### src/rtl/robot_pkg.sv
// Shared navigation/drive types for the robot motor path.
package robot_pkg;

   localparam int PWM_W  = 8;
   localparam int TURN_W = 16;

   // Navigation state code produced by the upstream navigation FSM.
   typedef enum logic [1:0] {
      IDLE         = 2'b00,
      MOVE_FORWARD = 2'b01,
      TURN_LEFT    = 2'b10,
      TURN_RIGHT   = 2'b11
   } nav_state_e;

   // Internal drive mode of the motor controller.
   typedef enum logic [1:0] {
      MODE_STOP   = 2'b00,
      MODE_DRIVE  = 2'b01,
      MODE_SPIN_L = 2'b10,
      MODE_SPIN_R = 2'b11
   } drive_mode_e;

   // Saturating add, clamps the result to limit.
   function automatic logic [PWM_W-1:0] sat_add(input logic [PWM_W-1:0] a,
                                                input logic [PWM_W-1:0] b,
                                                input logic [PWM_W-1:0] limit);
      logic [PWM_W:0] sum;
      sum = {1'b0, a} + {1'b0, b};
      if (sum > {1'b0, limit}) begin
         return limit;
      end else begin
         return sum[PWM_W-1:0];
      end
   endfunction

   // Drive mode requested by a navigation code when not latched in a spin.
   function automatic drive_mode_e mode_from_nav(input nav_state_e nav);
      case (nav)
         IDLE:         return MODE_STOP;
         MOVE_FORWARD: return MODE_DRIVE;
         TURN_LEFT:    return MODE_SPIN_L;
         TURN_RIGHT:   return MODE_SPIN_R;
         default:      return MODE_STOP;
      endcase
   endfunction

endpackage

### src/rtl/pwm_channel.sv
// One PWM compare stage: output high while the shared counter is below duty.
// Fed with next-state counter/duty so the registered output lines up with
// the controller's mode register.
module pwm_channel
   import robot_pkg::*;
(
   input  logic             clk,
   input  logic             reset,
   input  logic [PWM_W-1:0] cnt_i,
   input  logic [PWM_W-1:0] duty_i,
   output logic             pwm_o
);

   logic pwm_q;
   logic pwm_d;

   // Compare: duty 0 never fires, duty == period always fires.
   always_comb begin
      pwm_d = 1'b0;
      if (cnt_i < duty_i) begin
         pwm_d = 1'b1;
      end else begin
         pwm_d = 1'b0;
      end
   end

   // Output register, cleared by reset.
   always_ff @(posedge clk) begin
      if (reset) begin
         pwm_q <= 1'b0;
      end else begin
         pwm_q <= pwm_d;
      end
   end

   assign pwm_o = pwm_q;

endmodule

### src/rtl/motor_drive_ctrl.sv
// Differential-drive motor controller: mode FSM, duty ramp, spin timer and
// two PWM channels sharing one free-running frame counter.
module motor_drive_ctrl
   import robot_pkg::*;
#(
   parameter int PWM_PERIOD  = 16,
   parameter int RAMP_STEP   = 4,
   parameter int TURN_CYCLES = 32,
   parameter int TURN_DUTY   = 8
) (
   input  logic       clk,
   input  logic       reset,
   input  logic [1:0] state_in,
   output logic       pwm_left,
   output logic       pwm_right,
   output logic       dir_left,
   output logic       dir_right,
   output logic       busy,
   output logic       turn_done
);

   localparam logic [PWM_W-1:0]  PERIOD_C    = PWM_W'(PWM_PERIOD);
   localparam logic [PWM_W-1:0]  LAST_CNT_C  = PWM_W'(PWM_PERIOD - 1);
   localparam logic [PWM_W-1:0]  STEP_C      = PWM_W'(RAMP_STEP);
   localparam logic [PWM_W-1:0]  TURN_DUTY_C = PWM_W'(TURN_DUTY);
   localparam logic [TURN_W-1:0] TURN_LAST_C = TURN_W'(TURN_CYCLES - 1);

   nav_state_e        nav_s;
   drive_mode_e       mode_q, mode_d;
   logic [PWM_W-1:0]  pwm_cnt_q, pwm_cnt_d;
   logic [PWM_W-1:0]  duty_q, duty_d;
   logic [TURN_W-1:0] turn_cnt_q, turn_cnt_d;
   logic              turn_done_q, turn_done_d;
   logic              dir_left_q, dir_left_d;
   logic              dir_right_q, dir_right_d;
   logic              busy_q, busy_d;
   logic [PWM_W-1:0]  duty_left_s, duty_right_s;

   assign nav_s = nav_state_e'(state_in);

   // Mode FSM next state: spins are latched until completion or an IDLE abort.
   always_comb begin
      mode_d      = mode_q;
      turn_cnt_d  = turn_cnt_q;
      turn_done_d = 1'b0;
      case (mode_q)
         MODE_STOP, MODE_DRIVE: begin
            mode_d     = mode_from_nav(nav_s);
            turn_cnt_d = {TURN_W{1'b0}};
         end
         MODE_SPIN_L, MODE_SPIN_R: begin
            if (turn_cnt_q == TURN_LAST_C) begin
               // Completion: re-dispatch on this cycle's code, fresh counter.
               turn_done_d = 1'b1;
               mode_d      = mode_from_nav(nav_s);
               turn_cnt_d  = {TURN_W{1'b0}};
            end else if (nav_s == IDLE) begin
               mode_d     = MODE_STOP;
               turn_cnt_d = {TURN_W{1'b0}};
            end else begin
               turn_cnt_d = turn_cnt_q + 16'd1;
            end
         end
         default: begin
            mode_d     = MODE_STOP;
            turn_cnt_d = {TURN_W{1'b0}};
         end
      endcase
   end

   // Free-running frame counter and DRIVE duty ramp.
   always_comb begin
      pwm_cnt_d = pwm_cnt_q + 8'd1;
      duty_d    = 8'd0;
      if (pwm_cnt_q == LAST_CNT_C) begin
         pwm_cnt_d = 8'd0;
      end else begin
         pwm_cnt_d = pwm_cnt_q + 8'd1;
      end
      if (mode_d == MODE_DRIVE) begin
         if (mode_q != MODE_DRIVE) begin
            duty_d = 8'd0;
         end else if (pwm_cnt_q == LAST_CNT_C) begin
            duty_d = sat_add(duty_q, STEP_C, PERIOD_C);
         end else begin
            duty_d = duty_q;
         end
      end else begin
         duty_d = 8'd0;
      end
   end

   // Per-mode duty, direction and busy for the upcoming cycle.
   always_comb begin
      duty_left_s  = 8'd0;
      duty_right_s = 8'd0;
      dir_left_d   = 1'b1;
      dir_right_d  = 1'b1;
      busy_d       = 1'b0;
      case (mode_d)
         MODE_STOP: begin
            duty_left_s  = 8'd0;
            duty_right_s = 8'd0;
         end
         MODE_DRIVE: begin
            duty_left_s  = duty_d;
            duty_right_s = duty_d;
         end
         MODE_SPIN_L: begin
            duty_left_s  = TURN_DUTY_C;
            duty_right_s = TURN_DUTY_C;
            dir_left_d   = 1'b0;
            busy_d       = 1'b1;
         end
         MODE_SPIN_R: begin
            duty_left_s  = TURN_DUTY_C;
            duty_right_s = TURN_DUTY_C;
            dir_right_d  = 1'b0;
            busy_d       = 1'b1;
         end
         default: begin
            duty_left_s  = 8'd0;
            duty_right_s = 8'd0;
         end
      endcase
   end

   // State and output registers; reset parks the drive in a safe STOP.
   always_ff @(posedge clk) begin
      if (reset) begin
         mode_q      <= MODE_STOP;
         pwm_cnt_q   <= 8'd0;
         duty_q      <= 8'd0;
         turn_cnt_q  <= 16'd0;
         turn_done_q <= 1'b0;
         dir_left_q  <= 1'b1;
         dir_right_q <= 1'b1;
         busy_q      <= 1'b0;
      end else begin
         mode_q      <= mode_d;
         pwm_cnt_q   <= pwm_cnt_d;
         duty_q      <= duty_d;
         turn_cnt_q  <= turn_cnt_d;
         turn_done_q <= turn_done_d;
         dir_left_q  <= dir_left_d;
         dir_right_q <= dir_right_d;
         busy_q      <= busy_d;
      end
   end

   pwm_channel u_pwm_left (
      .clk    (clk),
      .reset  (reset),
      .cnt_i  (pwm_cnt_d),
      .duty_i (duty_left_s),
      .pwm_o  (pwm_left)
   );

   pwm_channel u_pwm_right (
      .clk    (clk),
      .reset  (reset),
      .cnt_i  (pwm_cnt_d),
      .duty_i (duty_right_s),
      .pwm_o  (pwm_right)
   );

   assign dir_left  = dir_left_q;
   assign dir_right = dir_right_q;
   assign busy      = busy_q;
   assign turn_done = turn_done_q;

endmodule
### config.mk
export PLATFORM = sky130hd
export DESIGN_NAME = motor_drive_ctrl
export DESIGN_NICKNAME = d
export VERILOG_FILES = /design/src/rtl/robot_pkg.sv /design/src/rtl/pwm_channel.sv /design/src/rtl/motor_drive_ctrl.sv
export SDC_FILE = /design/constraint.sdc
export NUM_CORES = 1
export LEC_CHECK = 0
export ABC_AREA = 1
export BUFFER_PORTS_ARGS = -buffer_cell sky130_fd_sc_hd__buf_2
export CAP_MARGIN = 20
export CORE_ASPECT_RATIO = 1.1
export CORE_UTILIZATION = 60
export CTS_BUF_LIST = sky130_fd_sc_hd__clkbuf_4 sky130_fd_sc_hd__clkbuf_8 sky130_fd_sc_hd__clkbuf_16
export DETAILED_ROUTE_END_ITERATION = 8
export MAX_ROUTING_LAYER = met4
export PLACE_DENSITY = 0.78
export SLEW_MARGIN = 20
export SYNTH_ARGS = -nofsm -noshare
export SYNTH_HDL_FRONTEND = slang
export SYNTH_SLANG_ARGS = --single-unit
### constraint.sdc
create_clock -name clk -period 4.15 [get_ports clk]
set_input_delay 0.415 -clock clk [delete_from_list [all_inputs] [get_ports clk]]
set_output_delay 0.415 -clock clk [all_outputs]
set_load 0.01 [all_outputs]
==> metrics.txt <==
status finished, final reports clean; WL final approximately 3500 um; Worst VDD drop about 0.22 mV; most frequent cells in the layout nor2_1, nand2_1, dfxtp_1; Final setup violation count 0; r2r setup slk between 1500 and 2000 ps; reg2reg path depth 13; Slowest-stage cell, CP dfxtp_1; Max FO, Critical Path 3; drt first pass iters 5; Power Total roughly 660 uW; Comb pwr share roughly 6.7%; worst path required time 4440 ps; FP Rows 21; post_cts resized 0; remaining global-route overflow 0; Top Ports 10; htree depth 2; CP peak stage delay 380 ps; Clock Power Share between 30% and 40%; Distinct cells, synth 37; Die Y 62.1 um; WL met1 around 1400 um; Mapped Nets between 200 and 300; total CTS buffers 5; Synth async-reset ratio 0%; critical path launch point type register; number of flops mapped to enable cells by yosys 0; vias per cell 5.19; worst-margin pin slew approximately 530 ps; Final period util between 50% and 60%; Sink Count 39; #FFs+latches synth 39; Final ANT Viol Nets 0; WL met3 between 80 and 90 um; internal power approximately 500 uW; Starting Density between 60% and 70%; vias in the first global route approximately 1600; Final Skew roughly 6.5 ps; top_reg_cell synth dfxtp_1; register area share after synthesis between 30% and 40%; sw frac approximately 23%; wire length per cell between 10 and 15 um; Final TNS setup 0 ps; Max-slew headroom between 60 and 70%; Psw 153 uW; Seq pwr share roughly 59%; initial antenna violation count 0; WP data arrival 2490 ps; Post-CTS Setup Inserts 0; CP cell instances ha_1 > nand2_1 > inv_2 > nand4_1 > nor3_1 > nor2_1 > o21ai_1 > inv_1 > nor2_1 > ha_1 > a21oi_1 > nand2_1 > a21oi_1; critical path endpoint u_pwm_right.pwm_o$_SDFF_PP0_; Fmax achieved about 0.45 GHz; Leakage Power a little over 0.0009 uW; # diodes 0; Vias ~1600; Final Hold Viols 0; highest routed layer met4; share of layout cells above drive strength 1 between 15 and 20%; Die X around 57 um; mapped cell area 0.00197 mm^2; DRC viols 0; global-route wire length before repair between 6000 and 7000 um; post-DP HPWL between 2000 and 3000 um; Port Buf Inserts 9; CP top delay family simple AND/OR/NAND/NOR gates; clk_lat worst skew 350 ps; worst r2r dst u_pwm_right.pwm_o$_SDFF_PP0_; Syn Inst Count between 200 and 300; max-cap violations 0; RR Startpoint turn_cnt_q[0]$_SDFF_PP0_; Core Region about 0.0031 mm^2; RSZ-0062 raised after global routing no; full die area 0.00352 mm^2; WP depth 13; Clk pin slew, worst setup/hold paths roughly 110 ps; fin crit period 2200 ps; largest net degree at the start of global routing 21; crit path capture type register; Syn. warnings 0; DRT iter0 DRCs 55; PwrDens around 310 mW/mm^2; average cell area after synthesis 7.47 um^2; Hold Buf Count CTS 0; Worst Path Class, Setup register to register; CTS max path bufs 2; RD Place Congestion 0.810; P&R area growth vs syn 7.11%; Hold Path Class input pin to register; Final nets ~290; Buf/Inv on CP 2; Root Driver clkbuf_4; Final Max Tran Viols 0; Met2 Wirelength ~1900 um; GRT Util Overall between 20% and 30%; Worst setup startpoint turn_cnt_q[0]$_SDFF_PP0_; CTS tree done; Hold Path Depth 3
[synth_stat cells, types with 2 or more instances]
| cell type | number | share of area [%] |
|---|---|---|
| clkbuf_1 | 2 | 0.38 |
| nand4_1 | 9 | 2.9 |
| nand2_1 | 45 | 8.6 |
| nand2_2 | 3 | 0.95 |
| o21ai_0 | 4 | 1.0 |
| xor2_1 | 3 | 1.3 |
| inv_1 | 29 | 5.5 |
| ha_1 | 11 | 7.0 |
| inv_2 | 10 | 1.9 |
| o21ai_1 | 2 | 0.51 |
| nor4_1 | 2 | 0.63 |
| nor3_2 | 2 | 1.0 |
| and3_1 | 2 | 0.63 |
| nor3_1 | 10 | 2.5 |
| nor2_4 | 2 | 1.1 |
| dfxtp_1 | 39 | 40 |
| nor3b_1 | 4 | 1.5 |
| nor3b_2 | 2 | 1.3 |
| nand3_1 | 11 | 2.8 |
| a21oi_1 | 9 | 2.3 |
| o211ai_1 | 2 | 0.76 |
| nor2_1 | 45 | 8.6 |
| nor2_2 | 2 | 0.63 |
[through the flow]
step	instance area [um^2]	hold slack, ps	setup slack, ps	cells	util [%]
2_1_floorplan	1970	429	2160	264	-
3_3_place_gp	2040	435	2020	303	65.8
3_5_place_dp	2040	448	1980	303	65.8
4_1_cts	2110	393	1940	311	68.1
5_1_grt	2110	398	1650	311	68.1
6_report	2110	397	1950	311	68.1
[registers in the layout, indices dropped and copies added, names as in the netlist]
name,flops
u_pwm_right.pwm_o,1
pwm_cnt_q,8
turn_cnt_q,16
busy,1
dir_right,1
dir_left,1
duty_q,8
mode_q,2
turn_done,1
[worst min-delay path: stages]
cell and delay (ps):
buf_2 100, o21ai_1 100, nor2_1 90
[per-layer routing]
metal  up-vias  GRT usage [%]
met1       709           22.1
li1        877              -
met5         -              -
met2        20           44.2
met4         0           10.3
met3         7           6.88
[logic make-up (layout without fill, tap and decap cells)]
kind of cell,after synthesis,count (layout),share of synthesized area [%]
xor gates and xnor gates,3,3,1.33
adders and majority gates,11,11,6.98
buffers and inverters,45,58,8.95
and+or+nand+nor,144,144,36.7
AOI/OAI and AO/OA,22,22,6.47
DFF,39,39,39.6
[worst min-delay path by stage]
stage | from | to | slack [ps]
4_1_cts | state_in[1] | mode_q[1]$_SDFF_PP0_ | 390
3_3_place_gp | turn_cnt_q[0]$_SDFF_PP0_ | turn_cnt_q[0]$_SDFF_PP0_ | 430
5_1_grt | state_in[1] | mode_q[1]$_SDFF_PP0_ | 400
6_report | state_in[1] | mode_q[1]$_SDFF_PP0_ | 400
3_5_place_dp | duty_q[0]$_SDFF_PP0_ | duty_q[0]$_SDFF_PP0_ | 450
2_1_floorplan | turn_cnt_q[0]$_SDFF_PP0_ | turn_cnt_q[0]$_SDFF_PP0_ | 430
[power groups by stage]
| stage | Combinational, uW | Clock (uW) | Sequential, uW |
|---|---|---|---|
| finish | 44.1 | 227 | 386 |
| global route | 49.8 | 251 | 387 |
| CTS | 44.4 | 236 | 386 |
| detailed placement | 44.2 | 0 | 394 |
| global placement | 43.7 | 0 | 394 |
| floorplan | 31.7 | 0 | 395 |
[cell type report]
class / instances / area, um^2
Multi-Input combinational cell: 180 / 1010
Fill cell: 288 / 988
Sequential cell: 39 / 781
Inverter: 41 / 156
Clock buffer: 8 / 72.6
Timing Repair Buffer: 9 / 45.0
Tap cell: 34 / 42.5
No activity file was read; power rests on OpenSTA's default activity.
